==> config.mk <==
export PLATFORM = sky130hd
export DESIGN_NAME = prg_ram_cache_flat
export DESIGN_NICKNAME = d
export VERILOG_FILES = /design/src/rtl/prg_ram_cache_if.sv /design/src/rtl/prg_ram_cache.sv /design/src/flat_wrapper.sv
export SDC_FILE = /design/constraint.sdc
export NUM_CORES = 1
export LEC_CHECK = 0
export ABC_CLOCK_PERIOD_IN_PS = 5480
export CELL_PAD_IN_SITES_DETAIL_PLACEMENT = 1
export CELL_PAD_IN_SITES_GLOBAL_PLACEMENT = 2
export CORE_MARGIN = 2
export CORE_UTILIZATION = 39
export DETAILED_ROUTE_END_ITERATION = 16
export PLACE_DENSITY_LB_ADDON = 0.25
export SKIP_CTS_REPAIR_TIMING = 1
export SLEW_MARGIN = 20
export SYNTH_ARGS = -nofsm -noshare
export SYNTH_HDL_FRONTEND = slang
export SYNTH_SLANG_ARGS = --single-unit
==> constraint.sdc <==
create_clock -name clk -period 5.48 [get_ports clk]
set_clock_uncertainty 0.15 [all_clocks]
set_input_delay 1.37 -clock clk [delete_from_list [all_inputs] [get_ports clk]]
set_output_delay 1.37 -clock clk [all_outputs]
set_load 0.005 [all_outputs]
==> src/rtl/prg_ram_cache_if.sv <==
// sdram_bus: one SDRAM controller port; the controller modport issues requests, the memory modport answers.
interface sdram_bus #(parameter int AW = 22);
  logic          req;
  logic          we;
  logic [AW-1:0] address;
  logic [15:0]   data_write;
  logic [1:0]    wm;
  logic [15:0]   data_read;
  logic          ack;
  modport controller (output req, we, address, data_write, wm, input data_read, ack);
  modport memory (input req, we, address, data_write, wm, output data_read, ack);
endinterface

==> src/rtl/prg_ram_cache.sv <==
// prg_ram_cache: direct-mapped write-through word cache between async CPU strobes and one SDRAM port.
module prg_ram_cache #(
  parameter int ADDR_BITS   = 23,
  parameter int LINES       = 4,
  parameter int SYNC_STAGES = 4
) (
  input  logic                 clk,
  input  logic                 rst_n,
  sdram_bus.controller         ram,
  input  logic                 oe,
  input  logic                 we,
  input  logic [ADDR_BITS-1:0] addr,
  input  logic [7:0]           data_in,
  input  logic                 invalidate,
  output logic [7:0]           data_out,
  output logic                 busy
);
  localparam int IW = $clog2(LINES);
  localparam int WW = ADDR_BITS - 1;
  localparam int TW = WW - IW;
  typedef enum logic [1:0] {IDLE, RD_WAIT, WR_WAIT} state_t;
  state_t r_state, w_next;
  logic [SYNC_STAGES-1:0] r_oe_s, r_we_s;
  logic [LINES-1:0] r_valid;
  logic [TW-1:0] r_tag [LINES];
  logic [15:0] r_data [LINES];
  logic r_pw, r_pr;
  logic [ADDR_BITS-1:0] r_pw_addr;
  logic [WW-1:0] r_pr_word;
  logic [7:0] r_pw_data;
  logic r_req, r_ram_we;
  logic [WW-1:0] r_address;
  logic [15:0] r_wdata, w_line;
  logic [1:0] r_wm;
  logic w_oe_ev, w_we_ev, w_idle, w_wr_go, w_rd_try, w_rd_go, w_wr_hit, w_rd_hit, w_fill;
  logic [ADDR_BITS-1:0] w_wr_addr;
  logic [WW-1:0] w_wr_word, w_rd_word;
  logic [7:0] w_wr_data;
  // An event needs two consecutive high samples after a low one, which rejects one-sample glitches.
  assign w_oe_ev   = r_oe_s[SYNC_STAGES-1 -: 3] == 3'b011;
  assign w_we_ev   = r_we_s[SYNC_STAGES-1 -: 3] == 3'b011;
  assign w_idle    = r_state == IDLE;
  assign w_wr_go   = w_idle && (w_we_ev || r_pw);
  assign w_wr_addr = w_we_ev ? addr : r_pw_addr;
  assign w_wr_data = w_we_ev ? data_in : r_pw_data;
  assign w_wr_word = w_wr_addr[ADDR_BITS-1:1];
  assign w_rd_try  = w_idle && !w_wr_go && (w_oe_ev || r_pr);
  assign w_rd_word = w_oe_ev ? addr[ADDR_BITS-1:1] : r_pr_word;
  assign w_wr_hit  = r_valid[w_wr_word[IW-1:0]] && r_tag[w_wr_word[IW-1:0]] == w_wr_word[WW-1:IW];
  assign w_rd_hit  = r_valid[w_rd_word[IW-1:0]] && r_tag[w_rd_word[IW-1:0]] == w_rd_word[WW-1:IW];
  assign w_rd_go   = w_rd_try && !w_rd_hit;
  assign w_fill    = r_state == RD_WAIT && ram.ack;
  assign w_line    = r_data[addr[IW:1]];
  assign data_out  = addr[0] ? w_line[15:8] : w_line[7:0];
  assign busy      = !w_idle || r_pw || r_pr;
  assign ram.req        = r_req;
  assign ram.we         = r_ram_we;
  assign ram.address    = r_address;
  assign ram.data_write = r_wdata;
  assign ram.wm         = r_wm;
  always_comb begin
    w_next = r_state;
    w_next = w_idle ? (w_wr_go ? WR_WAIT : w_rd_go ? RD_WAIT : IDLE) : (ram.ack ? IDLE : r_state);
  end
  always_ff @(posedge clk) begin
    if (!rst_n) begin
      r_state   <= IDLE;
      r_oe_s    <= '0;
      r_we_s    <= '0;
      r_valid   <= '0;
      r_pw      <= 1'b0;
      r_pr      <= 1'b0;
      r_pw_addr <= '0;
      r_pr_word <= '0;
      r_pw_data <= '0;
      r_req     <= 1'b0;
      r_ram_we  <= 1'b0;
      r_address <= '0;
      r_wdata   <= '0;
      r_wm      <= '0;
      for (int i = 0; i < LINES; i++) begin
        r_tag[i]  <= '0;
        r_data[i] <= '0;
      end
    end else begin
      r_state <= w_next;
      r_oe_s  <= {r_oe_s[SYNC_STAGES-2:0], oe};
      r_we_s  <= {r_we_s[SYNC_STAGES-2:0], we};
      r_req   <= w_wr_go || w_rd_go;
      if (w_wr_go) begin
        r_ram_we  <= 1'b1;
        r_address <= w_wr_word;
        r_wdata   <= {w_wr_data, w_wr_data};
        r_wm      <= w_wr_addr[0] ? 2'b01 : 2'b10;
      end else if (w_rd_go) begin
        r_ram_we  <= 1'b0;
        r_address <= w_rd_word;
      end
      if (w_we_ev && !w_idle) begin
        r_pw      <= 1'b1;
        r_pw_addr <= addr;
        r_pw_data <= data_in;
      end else if (w_wr_go) r_pw <= 1'b0;
      if (w_oe_ev && !w_rd_try) begin
        r_pr      <= 1'b1;
        r_pr_word <= addr[ADDR_BITS-1:1];
      end else if (w_rd_try) r_pr <= 1'b0;
      if (w_wr_go && w_wr_hit) begin
        if (w_wr_addr[0]) r_data[w_wr_word[IW-1:0]][15:8] <= w_wr_data;
        else r_data[w_wr_word[IW-1:0]][7:0] <= w_wr_data;
      end
      if (w_fill) begin
        r_data[r_address[IW-1:0]]  <= ram.data_read;
        r_tag[r_address[IW-1:0]]   <= r_address[WW-1:IW];
        r_valid[r_address[IW-1:0]] <= 1'b1;
      end
      // Applied last so an invalidate beats a coincident fill.
      if (invalidate) r_valid <= '0;
    end
  end
endmodule
==> src/flat_wrapper.sv <==
// flat-port wrapper written by rule: the top's interface ports become plain ports
module prg_ram_cache_flat 
#(
  parameter int ADDR_BITS   = 23,
  parameter int LINES       = 4,
  parameter int SYNC_STAGES = 4
)
  (clk, rst_n, oe, we, addr, data_in, invalidate, data_out, busy, ram_req, ram_we, ram_address, ram_data_write, ram_wm, ram_data_read, ram_ack);
  sdram_bus ram_i ();
  input  logic clk;
  input  logic rst_n;
  input  logic oe;
  input  logic we;
  input  logic [ADDR_BITS-1:0] addr;
  input  logic [7:0] data_in;
  input  logic invalidate;
  output logic [7:0] data_out;
  output logic busy;
  output wire logic [$bits(ram_i.req)-1:0] ram_req;
  output wire logic [$bits(ram_i.we)-1:0] ram_we;
  output wire logic [$bits(ram_i.address)-1:0] ram_address;
  output wire logic [$bits(ram_i.data_write)-1:0] ram_data_write;
  output wire logic [$bits(ram_i.wm)-1:0] ram_wm;
  input wire logic [$bits(ram_i.data_read)-1:0] ram_data_read;
  input wire logic [$bits(ram_i.ack)-1:0] ram_ack;
  assign ram_req = ram_i.req;
  assign ram_we = ram_i.we;
  assign ram_address = ram_i.address;
  assign ram_data_write = ram_i.data_write;
  assign ram_wm = ram_i.wm;
  assign ram_i.data_read = ram_data_read;
  assign ram_i.ack = ram_ack;
  prg_ram_cache #(.ADDR_BITS(ADDR_BITS), .LINES(LINES), .SYNC_STAGES(SYNC_STAGES)) u_core (.clk(clk), .rst_n(rst_n), .ram(ram_i), .oe(oe), .we(we), .addr(addr), .data_in(data_in), .invalidate(invalidate), .data_out(data_out), .busy(busy));
endmodule
* Yosys cells after proc, flatten, opt, wreduce, memory -nomap -nowiden *
Memories as Yosys holds them, arrays and structs flattened.
Cells that the tools add are included.

cells by class
  reduce and logical (&&, ||, !) cells = 29
  magnitude comparators = 4
  bitwise logic cells = 2
  eq/ne operators = 5
  mux-type cells = 44

operators by type and width
  cell                  count
  $mux W22              3
  $eq A20 B20 Y1        2
  $mux W16              2
  $reduce_or A16 Y1     2
  $mux W1               23
  $mux W23              1
  $mux W20              1
  $reduce_or A20 Y1     1
  $mux W2               9
  $mux W8               2
  $logic_and A1 B1 Y1   11
  $lt A2 B3 Y1 const B  3
  $reduce_bool A2 Y1    4
  $eq A3 B2 Y1 const B  2
  $logic_or A1 B1 Y1    5
  $bmux W1 S2           2
  $logic_not A1 Y1      4
  $or A4 B4 Y4          1
  $demux W1 S2          1
  $eq A2 B1 Y1 const B  1
  $ge A2 B1 Y1 const B  1
  $logic_not A2 Y1      1
  $reduce_or A2 Y1      1
  $not A1 Y1            1

storage, ports and cells
  word-level logic and storage cells = 100
  memories = 2
  RAM bits = 144
  register bits = 111
  output and inout port bits = 51

memory list
  name           depth  bits a word  rd ports  clocked after Yosys merged registers in  write ports  line                 RTL
  u_core.r_tag   4      20           2         0                                        4            prg_ram_cache.sv:25  logic [TW-1:0] r_tag [LINES];
  u_core.r_data  4      16           1         0                                        4            prg_ram_cache.sv:26  logic [15:0] r_data [LINES];

* Logic depth before layout (Yosys ltp) *
  depth after elaboration = 12
  gate-level depth with buffers = 14

* Least setup slack after synthesis *
No wires, ideal clock.

  kind = input to output
  from = in addr[1]
  to = out data_out[0]
  stages on the path = 6
  slack = 337 ps
  arrival = 3623 ps
  path through = buf_2 > buf_2 > buf_1 > clkbuf_1 > mux4_2 > mux2_2

on the way
  word-level cells in the longest chain between the ends = 2

ends and longest elaborated chain
  element         line                 RTL
  from (decl)     flat_wrapper.sv:14   input logic [ADDR_BITS-1:0] addr;
  $mem_v2 Z4 W16  --
  $mux W8         prg_ram_cache.sv:54  assign data_out = addr[0] ? w_line[15:8] : w_line[7:0];
  to (decl)       flat_wrapper.sv:17   output logic [7:0] data_out;

No other way between the ends.

==> metrics.md <==
| Metric | Value |
|---|---|
| Status | finished clean |
| Boundary pin count | 104 |
| Ratio of cells with drive above 1 in the final layout | 13.0% |
| Die outline area | 35900 sq um |
| Clock Tree Buf Depth | 3 |
| Seq/Total Area, Yosys | 47.6% |
| Worst-path fanout max | 18 |
| Post-Route WL | 49200 um |
| WL/cell | 26.4 um |
| End point of the worst hold path | u_core.r_oe_s[1] |
| Syn_area_per_cell | 10.3 sq um |
| GRT Util Overall | 27.3% |
| Slew margin rel. | 38.7% |
| Routed via count | 10900 |
| Synth top area share | 32.2% |
| Htree depth | 1 |
| Fmax | 207 MHz |
| Leak | 0.00589 uW |
| Largest net degree at the start of global routing | 63 |
| Initial antenna violation count | 1 |
| WS Path Type | in -> reg |
| Max VDD drop | 0.314 mV |
| Row count | 67 |
| Max_cap viols | 0 |
| Die H | 189 um |
| Wire length of the first global-routing pass | 72900 um |
| Fin. Hold Viols | 0 |
| Prevailing post-synth register cell | edfxtp_1 |
| Final core utilization | 47.4% |
| Yosys cell types | 77 |
| Hold Crit Class | reg -> reg |
| Async SR Flop Fraction | 0% |
| Post-synth top cells | 210 x nand2_1, 144 x edfxtp_1, 130 x mux2i_1 |
| Final max-slew violation count | 0 |
| Hpwl dp | 35500 um |
| Core area | 33700 sq um |
| Post-synthesis cell count | 1305 |
| RSZ-0062 raised after global routing | false |
| Crit. End Element | flip-flop |
| Initial Util | 39.8% |
| Synth top area cells | edfxtp_1 32%, dfxtp_1 15%, mux2i_1 9.7%, nand2_1 5.9%, mux4_2 4.0% |
| Count leader, synth | nand2_1 |
| CTS root buffer | clkbuf_16 |
| Total power per unit cell area | 271 nW/um^2 |
| Crit path DAT | 4.94 ns |
| DRC violations left | 0 |
| Clock Sinks | 247 |
| Total CTS buffers | 28 |
| Slew @ Worst Pin | 0.916 ns |
| Startpoint types | input port |
| DRC marker count from the first detailed-route iteration | 868 |
| CTS tree | yes |
| Gpl congestion | 0.983 |
| Setup TNS | 0 ns |
| Vias in the first global route | 11000 |
| R2r worst-path depth | 10 |
| Aggregate global routing overflow | 0 |
| Final Cycle Share | 88.1% |
| # setup viols final | 0 |
| Syn Nets | 1358 |
| Min Tclk post-route | 4.83 ns |
| Hold_sp | u_core.r_oe_s[0] |
| Critical R2R Launch | u_core.r_we_s[1] |
| Area Overhead vs Synth | 19.0% |
| Post-synth EDFFs | 144 |
| PortBufs | 103 |
| Synthesized area | 13400 sq um |
| Via/cell ratio | 5.84 |
| #FFs+latches synth | 247 |
| CP Data Required Time | 5.59 ns |
| Post-synth top area cell | edfxtp_1 |
| Warnings from Yosys | 0 |
| Setup slack, reg-to-reg | 0.75 ns |
| Reg clk slew, reported paths | 0.06 ns |
| Nets | 1441 |
| Worst hold stages | 1 |
| Chip width | 189 um |
| Drt pass-1 iters | 5 |
| Worst-skew pair later-pin latency | 0.56 ns |
| ANT nets after route | 0 |
| Worst R2R End | u_core.r_data[0][10] |
-- final cells by class --
| cell class | instances | area (sq um) |
|---|---|---|
| diodes | 1 | 2.50 |
| clock buffers | 32 | 716 |
| clock inverters | 20 | 273 |
| fillers | 3740 | 17700 |
| inverters | 28 | 105 |
| multi-input cells | 924 | 6450 |
| flip-flops and latches | 247 | 6390 |
| well taps | 448 | 561 |
| repair buffers | 159 | 1470 |
-- cell usage in the layout, fill, tap and decap left out, types with 6 or more instances in the layout --
| cell | count |
|---|---|
| a211oi_1 | 23 |
| a21boi_1 | 16 |
| a21o_1 | 7 |
| a21oi_1 | 76 |
| a21oi_2 | 6 |
| a22o_1 | 20 |
| and2_1 | 30 |
| and3_1 | 62 |
| buf_4 | 53 |
| bufinv_16 | 6 |
| clkbuf_16 | 28 |
| clkdlybuf4s50_1 | 100 |
| clkinv_2 | 6 |
| dfxtp_1 | 103 |
| edfxtp_1 | 144 |
| inv_1 | 27 |
| mux2_2 | 21 |
| mux2i_1 | 130 |
| mux4_2 | 24 |
| nand2_1 | 210 |
| nand3_1 | 13 |
| nor2_1 | 73 |
| nor2b_1 | 6 |
| nor3_1 | 34 |
| o21ai_0 | 14 |
| o22ai_1 | 6 |
| o32ai_1 | 17 |
| xnor2_1 | 25 |
| xor2_1 | 18 |
-- kinds of logic after synthesis --
kind of cell | count (synthesis) | synth area share, %
buf+inv | 134 | 4.66
flops | 247 | 47.6
compound gates | 236 | 12.4
xor+xnor | 43 | 2.81
simple gates | 465 | 16.6
mux | 180 | 16.0
-- routing by layer --
metal  up-vias  track usage [%]  share of wire (%)
met3        79             5.00                7.0
met4         0             7.48                2.6
met5         -                0                  0
met2       382             43.6                 46
li1       4917                -                  -
met1      5473             37.9                 44
-- worst max-delay path: stages --
cell and delay [ns]:
buf_2 0.15, and4b_1 0.41, a21o_1 0.31, buf_12 0.22
mux2i_1 0.50, nor2_1 0.12, a2111oi_2 0.44, nand3_1 0.21
nor4_4 0.54, a21oi_2 0.26, o21ai_1 0.19, buf_4 0.20
-- how the worst max path moves through the flow --
| stage | start | end | cells past startpoint |
|---|---|---|---|
| floorplan | addr[1] | data_out[0] | 6 |
| global placement | addr[2] | u_core.r_data[0][2] | 12 |
| detailed placement | addr[2] | u_core.r_data[0][8] | 12 |
| CTS | addr[2] | u_core.r_data[0][10] | 12 |
| global route | addr[2] | u_core.r_data[0][10] | 12 |
| finish | addr[2] | u_core.r_data[0][10] | 12 |
-- power by group --
| part | internal (uW) | total, uW | switching [uW] |
|---|---|---|---|
| clock | 1220 | 2040 | 814 |
| sequential | 2000 | 2030 | 29.4 |
| combinational | 118 | 264 | 146 |
| total | 3340 | 4330 | 989 |
-- registers in the layout (all words and copies together), names as in the netlist --
name	count
u_core.r_valid	4
u_core.r_pr_word	22
u_core.r_pw_data	8
u_core.r_we_s	4
u_core.ram.wm	2
u_core.r_pw_addr	23
u_core.ram.we	1
u_core.ram.data_write	8
u_core.r_tag	80
u_core.r_data	64
u_core.ram.address	22
u_core.r_oe_s	4
u_core.r_pw	1
u_core.r_pr	1
u_core.r_state	2
u_core.ram.req	1
-- stage by stage --
step / hold slack (ns) / worst slack, ns / area, sq um / total power (uW) / instances
floorplan: 0.262 / 0.337 / 13400 / 2190 / 1305
global placement: 0.273 / 0.143 / 15000 / 2330 / 1806
global route: 0.311 / 0.494 / 16000 / 4430 / 1858
finish: 0.289 / 0.653 / 16000 / 4330 / 1859
CTS: 0.295 / 0.708 / 16000 / 4350 / 1858
detailed placement: 0.275 / 0.118 / 15000 / 2330 / 1806
No activity file was read; power rests on OpenSTA's default activity.
